`src/rtl/bpsk_frame_serializer.sv`:
```
// bpsk_frame_serializer
// Buffers whole packets in a small FIFO and frames each one as
// preamble -> payload -> idle gap. One bit is emitted per ser_next strobe
// from signal_modulator. ser_clear marks the end of every payload.
module bpsk_frame_serializer #(
  parameter int          PACKET_SIZE  = 192,
  parameter int          FIFO_DEPTH   = 4,
  parameter int          PREAMBLE_LEN = 16,
  parameter logic [31:0] PREAMBLE     = 32'h0000_AAAA,
  parameter bit          MSB_FIRST    = 1'b1,
  parameter int          GAP_BITS     = 8
) (
  input  logic                            clock,
  input  logic                            reset,
  input  logic [PACKET_SIZE-1:0]          pkt_data,
  input  logic                            pkt_valid,
  output logic                            pkt_ready,
  input  logic                            ser_next,
  output logic                            ser_signal,
  output logic                            ser_clear,
  output logic                            ser_busy,
  output logic [$clog2(FIFO_DEPTH+1)-1:0] fifo_count,
  output logic                            overflow
);

  localparam int CW      = $clog2(FIFO_DEPTH + 1);
  localparam int PW      = (FIFO_DEPTH > 1) ? $clog2(FIFO_DEPTH) : 1;
  localparam int MAX_A   = (PREAMBLE_LEN > PACKET_SIZE) ? PREAMBLE_LEN : PACKET_SIZE;
  localparam int MAX_LEN = (GAP_BITS > MAX_A) ? GAP_BITS : MAX_A;
  localparam int BW      = $clog2(MAX_LEN + 1);

  localparam logic [CW-1:0] CNT_ZERO  = CW'(0);
  localparam logic [CW-1:0] CNT_ONE   = CW'(1);
  localparam logic [CW-1:0] DEPTH_C   = CW'(FIFO_DEPTH);
  localparam logic [PW-1:0] PTR_ZERO  = PW'(0);
  localparam logic [PW-1:0] PTR_ONE   = PW'(1);
  localparam logic [PW-1:0] PTR_LAST  = PW'(FIFO_DEPTH - 1);
  localparam logic [BW-1:0] BIT_ZERO  = BW'(0);
  localparam logic [BW-1:0] BIT_ONE   = BW'(1);
  localparam logic [BW-1:0] PRE_LAST  = BW'((PREAMBLE_LEN > 0) ? PREAMBLE_LEN - 1 : 0);
  localparam logic [BW-1:0] PAY_LAST  = BW'(PACKET_SIZE - 1);
  localparam logic [BW-1:0] GAP_LAST  = BW'((GAP_BITS > 0) ? GAP_BITS - 1 : 0);
  localparam logic [31:0]   PRE_TOP   = (PREAMBLE_LEN > 0) ? 32'(PREAMBLE_LEN - 1) : 32'd0;

  typedef enum logic [1:0] {
    ST_IDLE = 2'd0,
    ST_PRE  = 2'd1,
    ST_PAY  = 2'd2,
    ST_GAP  = 2'd3
  } state_t;

  state_t                 state_r, state_nxt_s;
  logic [PACKET_SIZE-1:0] mem_r [FIFO_DEPTH];
  logic [PW-1:0]          wr_ptr_r, rd_ptr_r;
  logic [CW-1:0]          count_r;
  logic                   ovf_r;
  logic [PACKET_SIZE-1:0] sh_r, sh_nxt_s;
  logic [BW-1:0]          cnt_r, cnt_nxt_s;
  logic                   sig_r, sig_nxt_s;
  logic                   clr_r, clr_nxt_s;
  logic                   busy_r, busy_nxt_s;
  logic                   push_s, pop_s;
  logic [PACKET_SIZE-1:0] head_data_s;

  // Payload bit that goes out next, honouring the selected bit order.
  function automatic logic head_bit(input logic [PACKET_SIZE-1:0] v);
    if (MSB_FIRST) begin
      return v[PACKET_SIZE-1];
    end else begin
      return v[0];
    end
  endfunction

  // Drop the bit just presented so the next one sits at the head.
  function automatic logic [PACKET_SIZE-1:0] shift_out(input logic [PACKET_SIZE-1:0] v);
    if (MSB_FIRST) begin
      return v << 1;
    end else begin
      return v >> 1;
    end
  endfunction

  function automatic logic pre_bit(input logic [31:0] idx);
    return PREAMBLE[idx[4:0]];
  endfunction

  function automatic logic [PW-1:0] ptr_inc(input logic [PW-1:0] p);
    if (p == PTR_LAST) begin
      return PTR_ZERO;
    end else begin
      return p + PTR_ONE;
    end
  endfunction

  // A full FIFO refuses pushes even while a pop is under way (no same-cycle refill).
  assign pkt_ready   = (count_r < DEPTH_C);
  assign push_s      = pkt_valid && pkt_ready;
  assign pop_s       = (state_r == ST_IDLE) && (count_r != CNT_ZERO);
  assign head_data_s = mem_r[rd_ptr_r];

  assign ser_signal  = sig_r;
  assign ser_clear   = clr_r;
  assign ser_busy    = busy_r;
  assign fifo_count  = count_r;
  assign overflow    = ovf_r;

  // FIFO storage; contents need no reset because count_r gates every read.
  always_ff @(posedge clock) begin
    if (push_s) begin
      mem_r[wr_ptr_r] <= pkt_data;
    end
  end

  // FIFO pointers, occupancy and the sticky overflow flag.
  always_ff @(posedge clock or posedge reset) begin
    if (reset) begin
      wr_ptr_r <= PTR_ZERO;
      rd_ptr_r <= PTR_ZERO;
      count_r  <= CNT_ZERO;
      ovf_r    <= 1'b0;
    end else begin
      if (push_s) wr_ptr_r <= ptr_inc(wr_ptr_r);
      if (pop_s)  rd_ptr_r <= ptr_inc(rd_ptr_r);
      case ({push_s, pop_s})
        2'b10:   count_r <= count_r + CNT_ONE;
        2'b01:   count_r <= count_r - CNT_ONE;
        default: count_r <= count_r;
      endcase
      ovf_r <= ovf_r | (pkt_valid & ~pkt_ready);
    end
  end

  // Framer state register.
  always_ff @(posedge clock or posedge reset) begin
    if (reset) begin
      state_r <= ST_IDLE;
    end else begin
      state_r <= state_nxt_s;
    end
  end

  // Next-state logic: each framing phase ends on the strobe consuming its last bit.
  always_comb begin
    state_nxt_s = state_r;
    case (state_r)
      ST_IDLE: begin
        if (pop_s) begin
          state_nxt_s = (PREAMBLE_LEN > 0) ? ST_PRE : ST_PAY;
        end else begin
          state_nxt_s = ST_IDLE;
        end
      end
      ST_PRE: begin
        if (ser_next && (cnt_r == PRE_LAST)) begin
          state_nxt_s = ST_PAY;
        end else begin
          state_nxt_s = ST_PRE;
        end
      end
      ST_PAY: begin
        if (ser_next && (cnt_r == PAY_LAST)) begin
          state_nxt_s = (GAP_BITS > 0) ? ST_GAP : ST_IDLE;
        end else begin
          state_nxt_s = ST_PAY;
        end
      end
      ST_GAP: begin
        if (ser_next && (cnt_r == GAP_LAST)) begin
          state_nxt_s = ST_IDLE;
        end else begin
          state_nxt_s = ST_GAP;
        end
      end
      default: state_nxt_s = ST_IDLE;
    endcase
  end

  // Output and datapath next values; the bit counter restarts on every state entry.
  always_comb begin
    sh_nxt_s   = sh_r;
    cnt_nxt_s  = cnt_r;
    sig_nxt_s  = sig_r;
    clr_nxt_s  = 1'b0;
    busy_nxt_s = (state_nxt_s == ST_PRE) || (state_nxt_s == ST_PAY);
    case (state_r)
      ST_IDLE: begin
        sig_nxt_s = 1'b0;
        if (pop_s) begin
          cnt_nxt_s = BIT_ZERO;
          if (PREAMBLE_LEN > 0) begin
            sh_nxt_s  = head_data_s;
            sig_nxt_s = pre_bit(PRE_TOP);
          end else begin
            sh_nxt_s  = shift_out(head_data_s);
            sig_nxt_s = head_bit(head_data_s);
          end
        end else begin
          cnt_nxt_s = cnt_r;
        end
      end
      ST_PRE: begin
        if (ser_next) begin
          if (cnt_r == PRE_LAST) begin
            cnt_nxt_s = BIT_ZERO;
            sig_nxt_s = head_bit(sh_r);
            sh_nxt_s  = shift_out(sh_r);
          end else begin
            cnt_nxt_s = cnt_r + BIT_ONE;
            sig_nxt_s = pre_bit(PRE_TOP - 32'(cnt_r) - 32'd1);
          end
        end else begin
          sig_nxt_s = sig_r;
        end
      end
      ST_PAY: begin
        if (ser_next) begin
          if (cnt_r == PAY_LAST) begin
            cnt_nxt_s = BIT_ZERO;
            sig_nxt_s = 1'b0;
            clr_nxt_s = 1'b1;
          end else begin
            cnt_nxt_s = cnt_r + BIT_ONE;
            sig_nxt_s = head_bit(sh_r);
            sh_nxt_s  = shift_out(sh_r);
          end
        end else begin
          sig_nxt_s = sig_r;
        end
      end
      ST_GAP: begin
        sig_nxt_s = 1'b0;
        if (ser_next) begin
          if (cnt_r == GAP_LAST) begin
            cnt_nxt_s = BIT_ZERO;
          end else begin
            cnt_nxt_s = cnt_r + BIT_ONE;
          end
        end else begin
          cnt_nxt_s = cnt_r;
        end
      end
      default: begin
        sig_nxt_s = 1'b0;
        cnt_nxt_s = BIT_ZERO;
      end
    endcase
  end

  // Registered serializer outputs, shift register and bit counter.
  always_ff @(posedge clock or posedge reset) begin
    if (reset) begin
      sh_r   <= {PACKET_SIZE{1'b0}};
      cnt_r  <= BIT_ZERO;
      sig_r  <= 1'b0;
      clr_r  <= 1'b0;
      busy_r <= 1'b0;
    end else begin
      sh_r   <= sh_nxt_s;
      cnt_r  <= cnt_nxt_s;
      sig_r  <= sig_nxt_s;
      clr_r  <= clr_nxt_s;
      busy_r <= busy_nxt_s;
    end
  end

endmodule

```
`config.mk`:
```
export PLATFORM = sky130hd
export DESIGN_NAME = bpsk_frame_serializer
export DESIGN_NICKNAME = d
export VERILOG_FILES = /design/src/rtl/bpsk_frame_serializer.sv
export SDC_FILE = /design/constraint.sdc
export NUM_CORES = 1
export LEC_CHECK = 0
export ABC_AREA = 1
export BUFFER_PORTS_ARGS = -buffer_cell sky130_fd_sc_hd__buf_2
export CAP_MARGIN = 30
export CORE_ASPECT_RATIO = 2
export CORE_MARGIN = 2
export CORE_UTILIZATION = 40
export CTS_CLUSTER_DIAMETER = 150
export CTS_CLUSTER_SIZE = 16
export DETAILED_ROUTE_END_ITERATION = 12
export PLACE_DENSITY_LB_ADDON = 0.08
export SYNTH_ARGS = -nofsm -noshare
export SYNTH_HDL_FRONTEND = slang
export SYNTH_SLANG_ARGS = --single-unit
```
`constraint.sdc`:
```
create_clock -name clock -period 23.9 [get_ports clock]
set_input_delay 1.195 -clock clock [delete_from_list [all_inputs] [get_ports clock]]
set_output_delay 1.195 -clock clock [all_outputs]
set_load 0.03 [all_outputs]
```
Word level (Yosys, flattened, before mapping)
Memory sizes are Yosys's and may differ from the RTL's.
Cells that the tools add are included.
{"block": "totals", "memories": 2, "regBits": 213, "mem_bits_ro": 32, "output_inout_bits": 8, "inputBits": 196, "ram_bits": 768}
{"name": "mem_r", "depth": 4, "word_bits": 192, "rd": 1, "rd_clocked_by_memory_dff": 0, "wr": 1, "line": "53", "source": "logic [PACKET_SIZE-1:0] mem_r [FIFO_DEPTH];"}
{"name": "(name not given)", "depth": 32, "word_bits": 1, "rd": 1, "rd_clocked_by_memory_dff": 0, "wr": 0, "line": "84", "source": "return PREAMBLE[idx[4:0]];"}
{"block": "classes", "eq_ne": 18, "n_mux": 34, "addsub": 7, "reduce_logical": 13, "order_cmp": 2, "bitwise_logic": 3}
{"op": "2-to-1 mux 192 bit", "count": 5}
{"op": "one-hot mux 192 bit (3 select lines)", "count": 1}
{"op": "2-to-1 mux 8 bit", "count": 7}
{"op": "one-hot mux 8 bit (4 select lines)", "count": 1}
{"op": "2-to-1 mux 1 bit", "count": 13}
{"op": "equality test 2 bit, second input constant", "count": 6}
{"op": "!= test 2 bit, second input constant", "count": 6}
{"op": "adder 8 x 1 -> 8 bit, second input constant", "count": 1}
{"op": "equality test 8 x 3 -> 1 bit, second input constant", "count": 1}
{"op": "equality test 8 x 4 -> 1 bit, second input constant", "count": 1}
{"op": "equality test 8 bit, second input constant", "count": 1}
{"op": "2-to-1 mux 2 bit", "count": 4}
{"op": "one-hot mux 2 bit (4 select lines)", "count": 1}
{"op": "equality test 2 x 1 -> 1 bit, second input constant", "count": 3}
{"op": "< comparator 5 x 6 -> 1 bit, second input constant", "count": 1}
{"op": "one-hot mux 3 bit (2 select lines)", "count": 1}
{"op": "AND reduction 6 bit", "count": 1}
{"op": "nonzero test 3 bit", "count": 2}
{"op": "logical AND 1 bit", "count": 5}
{"op": "subtractor 4 x 5 -> 5 bit, first input constant", "count": 1}
{"op": "subtractor 5 x 2 -> 5 bit, second input constant", "count": 1}
{"op": "adder 2 x 1 -> 2 bit, second input constant", "count": 2}
{"op": "one-hot mux 1 bit (4 select lines)", "count": 1}
{"op": "AND reduction 4 bit", "count": 1}
{"op": "other kinds (10)", "count": 10}

Longest topological paths before layout
Gate-level depths: netlist of the first run.
{"block": "depth", "word_depth": 7, "mapped_depth": 11, "mapped_depth_nobuf": 10}

Worst setup path before layout of the first run
Ideal clock, no wire load.
{"block": "synth_timing", "kind": "in2reg", "start": "input port pkt_valid", "end": "memory mem_r[0][0] (enable)", "path_buffers": 0, "arrival_ns": 9.505, "setup_ns": 0.747, "required_time_ns": 23.153, "path_slack_ns": 13.648, "stages": 4, "cell_sequence": "inv_1 > nor2_1 > inv_1 > nor2_1"}
{"block": "synth_via", "elab_chain_cells": 3}
{"element": "start, declared", "line": "16", "source": "input logic pkt_valid,"}
{"element": "logical AND 1 bit", "line": "97", "source": "assign push_s = pkt_valid && pkt_ready;"}
{"element": "2-to-1 mux 1 bit", "line": "109", "source": "if (push_s) begin"}
{"element": "2-to-1 mux 1 bit (not written as such)", "line": "110", "source": "mem_r[wr_ptr_r] <= pkt_data;"}
{"element": "end, declared", "line": "53"}
Every way passes these cells.

Worst setup path in the final report of the first run
{"block": "layout_timing", "start": "register rd_ptr_r[0]", "end": "register sh_r[65]"}
{"block": "layout_via", "elab_chain_cells": 3}
{"element": "start, declared", "line": "54", "source": "logic [PW-1:0] wr_ptr_r, rd_ptr_r;"}
{"element": "start signal, assigned", "line": "123", "source": "if (pop_s) rd_ptr_r <= ptr_inc(rd_ptr_r);"}
{"element": "memory (4 x 192 bit)"}
{"element": "2-to-1 mux 192 bit", "line": "188", "source": "if (pop_s) begin"}
{"element": "one-hot mux 192 bit (3 select lines)", "line": "185", "source": "case (state_r)"}
{"element": "end signal, assigned", "line": "252", "source": "sh_r <= {PACKET_SIZE{1'b0}};"}
{"element": "end signal, assigned", "line": "258", "source": "sh_r <= sh_nxt_s;"}
{"element": "end, declared", "line": "57", "source": "logic [PACKET_SIZE-1:0] sh_r, sh_nxt_s;"}
Every way passes these cells. The select of a mux whose other input is x is not followed.
A chain may end at the register's enable or synchronous reset.

==> results of run 1 <==
state kept, by name, summed over array words and instances (netlist names):
signal,count
fifo_count,3
rd_ptr_r,2
sh_r,192
ser_signal,1
mem_r,768
cnt_r,8
wr_ptr_r,2
state_r,2
ser_busy,1
ser_clear,1
overflow,1
final timing paths:
path | startpoint | end | slack, ns
worst max-delay path | rd_ptr_r[0] | sh_r[65] | 20.08
worst min-delay path | overflow | overflow | 0.48
worst max register to register | rd_ptr_r[0] | sh_r[65] | 20.08
worst min register to register | overflow | overflow | 0.48
max in group asynchronous | reset | rd_ptr_r[1] | 21.83
min in group asynchronous | reset | sh_r[30] | 0.58
per-stage QoR:
stage / hold slack, ns / area (sq um) / power [mW]
3_3_place_gp: 0.465 / 41000 / 4.23
4_1_cts: 0.483 / 43100 / 5.46
2_1_floorplan: 0.453 / 39100 / 3.87
5_1_grt: 0.504 / 43200 / 5.74
6_report: 0.476 / 43200 / 5.37
3_5_place_dp: 0.461 / 41000 / 4.29
power breakdown:
group          internal (mW)  switching (mW)  leakage [nW]
combinational          0.623            1.23          4.71
sequential              2.21           0.156          9.64
clock                  0.571           0.577         0.975
total                   3.41            1.96          15.3
cell type report:
class	instances	area, sq um
multi-input combinational	1660	9580
inverter	32	140
clock buffer	123	1990
antenna	4	10.0
timing repair buffer	237	1500
clock inverter	5	58.8
fill	8746	53900
tap	1230	1540
sequential	981	28400
metal layers:
layer / GRT usage, % / up-vias
li1: - / 10749
met1: 22.7 / 11584
met2: 33.0 / 441
met3: 3.87 / 177
met4: 5.86 / 58
met5: 0 / -
cells in the final DEF, fill, tap and decap left out, types with 2 or more instances in the layout:
cell	instances
buf_16	7
o21ai_2	100
a21oi_1	6
clkbuf_16	72
inv_6	4
xor2_1	4
nor2_4	7
a31oi_1	2
buf_12	7
clkbuf_1	51
dfrtp_1	211
o22ai_1	192
mux2i_1	191
nand3_1	14
clkinv_8	2
nand2_1	130
o21ai_1	60
nor2_2	3
buf_4	20
dfrtp_4	2
inv_1	28
buf_2	203
nand2_2	103
edfxtp_1	768
nor2_1	397
diode_2	4
o21ai_0	425
nand4_1	6
inv_8	2
ha_1	12
kinds of logic after synthesis:
kind of cell | Yosys count | share of synthesized area, %
buffers and inverters | 223 | 2.94
AO/OA/AOI/OAI | 789 | 11.8
flip-flops | 981 | 72.7
adder cells (fa/ha/maj) | 14 | 0.467
multiplexers | 191 | 4.89
XOR/XNOR | 5 | 0.112
AND/OR/NAND/NOR | 661 | 7.18
==> results.md, run 1 <==
- Synth Net Count: 3074
- Area contributors post-synth: edfxtp_1, dfrtp_1, o21ai_0
- Worst clock skew: 0.0220 ns
- Max FO, Critical Path: 121
- Most frequent CP cell: buf_4
- Final setup fails: 0
- Die area: 100000 sq um
- Layout cells sized above 1: 17.6%
- Resized cells post-CTS: 0
- Number of synthesized flops with an enable pin: 768
- WHS Path Cells: 1
- Detailed Routing Iterations Pass 1: 5
- Gr ovfl total: 0
- Commonest cells in the netlist: edfxtp_1, o21ai_0, nor2_1
- PortBufs: 203
- Core Box Area: 97100 sq um
- Post-CTS setup buffer count: 0
- WP data required: 24.48 ns
- Post-route ant nets: 0
- Placed Instances: 4135
- Critical path endpoint category: flip-flop
- Outcome: completed
- Cts bufs inserted: 71
- Total Nets Final: 3193
- Post-DP HPWL: 48800 um
- Top Family by Delay on Critical Path: buffers and inverters
- Rows: 162
- Async SR Flop Fraction: 21.7%
- Pin count of the biggest net entering global routing: 196
- I/O Pins: 204
- Final Hold Viols: 0
- DIE HEIGHT: 446 um
- Peak VDD IR: 0.107 mV
- Max Used Layer: met5
- Post-synthesis cell type count: 35
- DR iter-0 viols: 1474
- Routed WL per cell: 21.6 um
- Worst Tran Pin Value: 1.13 ns
- Global Route Usage Sum: 18.7%
- Sequential fraction of the synthesis area: 72.7%
- Post-CTS Hold Buffers: 0
- Met3 wire length: 4520 um
- TNS Setup: 0 ns
- Met2 Wirelength: 47100 um
- Cell count after synthesis: 2864
- WP buf/inv: 4
- Area added between synthesis and finish: 10.6%
- Root Driver: clkbuf_16
- Vias in the first global route: 23960
- Dominant synthesized flop cell: edfxtp_1
- Clk slew on worst S/H paths: 0.08 ns
- Tmin final: 3.82 ns
- Period Utilization, post-route: 16.0%
- Max-slew violation count: 0
- R2R cell count: 8
- Max H-tree Level: 3
- Top cell type's share of synthesized area: 59.0%
- Pwr/cell area: 124 nW/um^2
- Starting Density: 40.2%
- Slew headroom: 24.7%
- Max Clk Rate: 262 MHz
- Worst min-delay path category: reg -> reg
- Dpl ws: 18.95 ns
- Initial antenna violation count: 40
- First-pass GRT wire length: 142000 um
- RSZ-0062 raised after global routing: no
- Most common cell in the netlist: edfxtp_1
- Syn avg cell area: 13.6 sq um
- Final WS setup: 20.08 ns
- Clock Latency Late Sink: 0.67 ns
- M1 wire length: 38500 um
- Clk sinks: 981
- Vias per cell: 5.39
- CP peak stage delay: 0.85 ns
- Cell leakage power: 15.3 nW
- Syn. warnings: 0
- Critical path depth: 8
- Cell type with the largest total area after synthesis: edfxtp_1
- Crit-path slowest cell: buf_4
- #FFs+latches synth: 981
- Finished Layout Cells: 4272
- WP data arrival: 4.40 ns
- CP Class: reg -> reg
- Post-Syn Area: 39100 sq um
- Via count: 23009
- Die width: 225 um
- Startpoint types: flip-flop
- CP Cell Sequence: inv_8 -> buf_4 -> buf_4 -> buf_16 -> o21ai_0 -> o22ai_1 -> mux2i_1 -> o21ai_2
- Fin util: 44.5%
- Max Cap Viol: 0
- Detailed-route DRC error count: 0
- Final GP Congestion: 0.730
- WL final: 92500 um
- Max Root-Sink Buffers: 3
- CTS tree: yes
Power figures use the tool's default switching activity.
==> run 2: changes to the inputs <==
- ABC_AREA: 1 -> 0
- clock period: 23.9 -> 3.83 ns (I/O delays scaled with it)
==> results.md, run 2 <==
- #FFs+latches synth: 981
- Synth Net Count: 2189
- Total Nets Final: 2616
- CTS tree: yes
- Post-synthesis cell type count: 44
- First-pass GRT wire length: 126000 um
- Top Family by Delay on Critical Path: simple AND/OR/NAND/NOR gates
- CP Cell Sequence: inv_1 -> ha_1 -> o21ba_2 -> a21oi_1 -> nand4bb_4 -> buf_12 -> nand2_1 -> o21ai_1
- Area contributors post-synth: edfxtp_1, dfrtp_1, mux4_2
- Worst clock skew: 0.0273 ns
- Max Root-Sink Buffers: 3
- Detailed-route DRC error count: 0
- Max reg flops: 768
- Post-CTS Hold Buffers: 196
- CP peak stage delay: 0.53 ns
- Max FO, Critical Path: 107
- Starting Density: 40.3%
- Number of synthesized flops with an enable pin: 768
- Syn avg cell area: 19.1 sq um
- Syn. warnings: 0
- Most common cell in the netlist: edfxtp_1
- Outcome: completed
- DIE HEIGHT: 438 um
- Area added between synthesis and finish: 18.3%
- RSZ-0062 raised after global routing: no
- Via count: 18977
- Vias per cell: 5.17
- Rows: 159
- Post-route ant nets: 0
- Final setup fails: 0
- TNS Setup: 0 ns
- Cts bufs inserted: 71
- Most flop-heavy register: mem_r
- Final GP Congestion: 0.717
- Async SR Flop Fraction: 21.7%
- WP buf/inv: 2
- Initial antenna violation count: 10
- Startpoint types: flip-flop
- Cell count after synthesis: 1979
- WL final: 81300 um
- Tmin final: 2.65 ns
- WP data required: 4.36 ns
- Top Registers: mem_r x768, sh_r x192, cnt_r x8
- Clk slew on worst S/H paths: 0.07 ns
- Hold slack: 0.274 ns
- Peak VDD IR: 0.516 mV
- Detailed Routing Iterations Pass 1: 5
- Die width: 221 um
- Cell leakage power: 16.4 nW
- Routed WL per cell: 22.2 um
- Finished Layout Cells: 3669
- Commonest cells in the netlist: edfxtp_1, dfrtp_1, nand2_1
- PortBufs: 203
- Clk sinks: 981
- I/O Pins: 204
- Critical path endpoint category: flip-flop
- Cell type with the largest total area after synthesis: edfxtp_1
- Max H-tree Level: 3
- Commonest non-fill, non-tap cell in the layout: edfxtp_1
- CP Class: reg -> reg
- Dominant synthesized flop cell: edfxtp_1
- Worst Tran Pin Value: 0.849 ns
- Root Driver: clkbuf_16
- Layout cells sized above 1: 22.4%
- Commonest cells after routing, fill and taps aside: edfxtp_1, dfrtp_1, buf_2
- Gr ovfl total: 0
- Post-Syn Area: 37700 sq um
- Post-CTS setup buffer count: 0
- Core Box Area: 93700 sq um
- Placed Instances: 3344
- Sequential fraction of the synthesis area: 75.3%
- Period Utilization, post-route: 69.3%
- Final Hold Viols: 0
- Pin count of the biggest net entering global routing: 108
- Clock Latency Late Sink: 0.67 ns
- Post-DP HPWL: 47200 um
- WP data arrival: 3.18 ns
- Global Route Usage Sum: 17.1%
- Worst min-delay path category: in -> reg
- Slew headroom: 43.4%
- DR iter-0 viols: 930
- Max Clk Rate: 377 MHz
- Max Cap Viol: 0
- Max-slew violation count: 0
- Vias in the first global route: 21042
- Crit-path slowest cell: nand4bb_4
- Die area: 96900 sq um
- Pwr/cell area: 681 nW/um^2
- Resized cells post-CTS: 0
- Top cell type's share of synthesized area: 61.1%
## run 2: cell count changes after synthesis, moves of 71 or more
cell,before,now
nor2_1,401,3
o21ai_0,425,40
mux4_2,0,192
o22ai_1,192,3
nand2_2,103,0
o21ai_1,60,161
o21ai_2,100,0
nand2_1,130,201
## run 2: path summary, 6_finish.rpt
kind / from / endpoint / slack, ns / cells after the start
setup / recovery: state_r[1] / sh_r[25] / 1.18 / 8
hold / removal: pkt_data[9] / mem_r[1][9] / 0.27 / 2
setup reg to reg: state_r[1] / sh_r[25] / 1.18 / 8
hold reg to reg: overflow / overflow / 0.46 / 1
max in group asynchronous: reset / sh_r[152] / 2.16 / 5
min in group asynchronous: reset / sh_r[39] / 0.62 / 4
## run 2: through the flow
step / setup WS [ns] / total power [mW] / util (%) / area (sq um)
final: 1.18 / 30.4 / 47.6 / 44600
after global routing: 0.971 / 32.2 / 47.6 / 44600
after CTS: 1.16 / 31.1 / 47.6 / 44600
after detailed placement: 1.18 / 23.7 / 43.3 / 40600
after global placement: 1.20 / 23.5 / 43.3 / 40600
after floorplan: 0.136 / 21.0 / - / 37700
## run 2: area by class of cell
class	instances	area, sq um
fill	8011	49100
sequential	981	28400
multi-input combinational	869	8700
timing repair buffer	466	3880
clock buffer	120	1980
tap	1207	1510
inverter	17	67.6
clock inverter	5	58.8
antenna	4	10.0
## run 2: cells by family (layout without fill, tap and decap cells)
group / Yosys count / after routing / share of synthesized area, %
other: 0 / 4 / 0
muxes: 387 / 387 / 16.6
DFF: 981 / 981 / 75.3
buffers and inverters: 129 / 608 / 1.76
and+or+nand+nor: 238 / 238 / 2.61
adders and majority gates: 14 / 14 / 0.484
xor gates and xnor gates: 4 / 4 / 0.0929
AOI/OAI and AO/OA: 226 / 226 / 3.14
## run 2: power by group
group | leakage, nW | switching [mW] | internal, mW
Sequential | 9.73 | 0.889 | 13.6
Combinational | 5.65 | 4.65 | 4.17
Clock | 0.971 | 3.60 | 3.55
## run 2: per-layer routing
layer / up-vias / track usage [%] / wire, um
met3: 101 / 2.45 / 2780
met1: 9945 / 21.1 / 33500
li1: 8603 / - / -
met2: 316 / 31.0 / 43200
met5: - / 0 / 81
met4: 12 / 5.63 / 1710
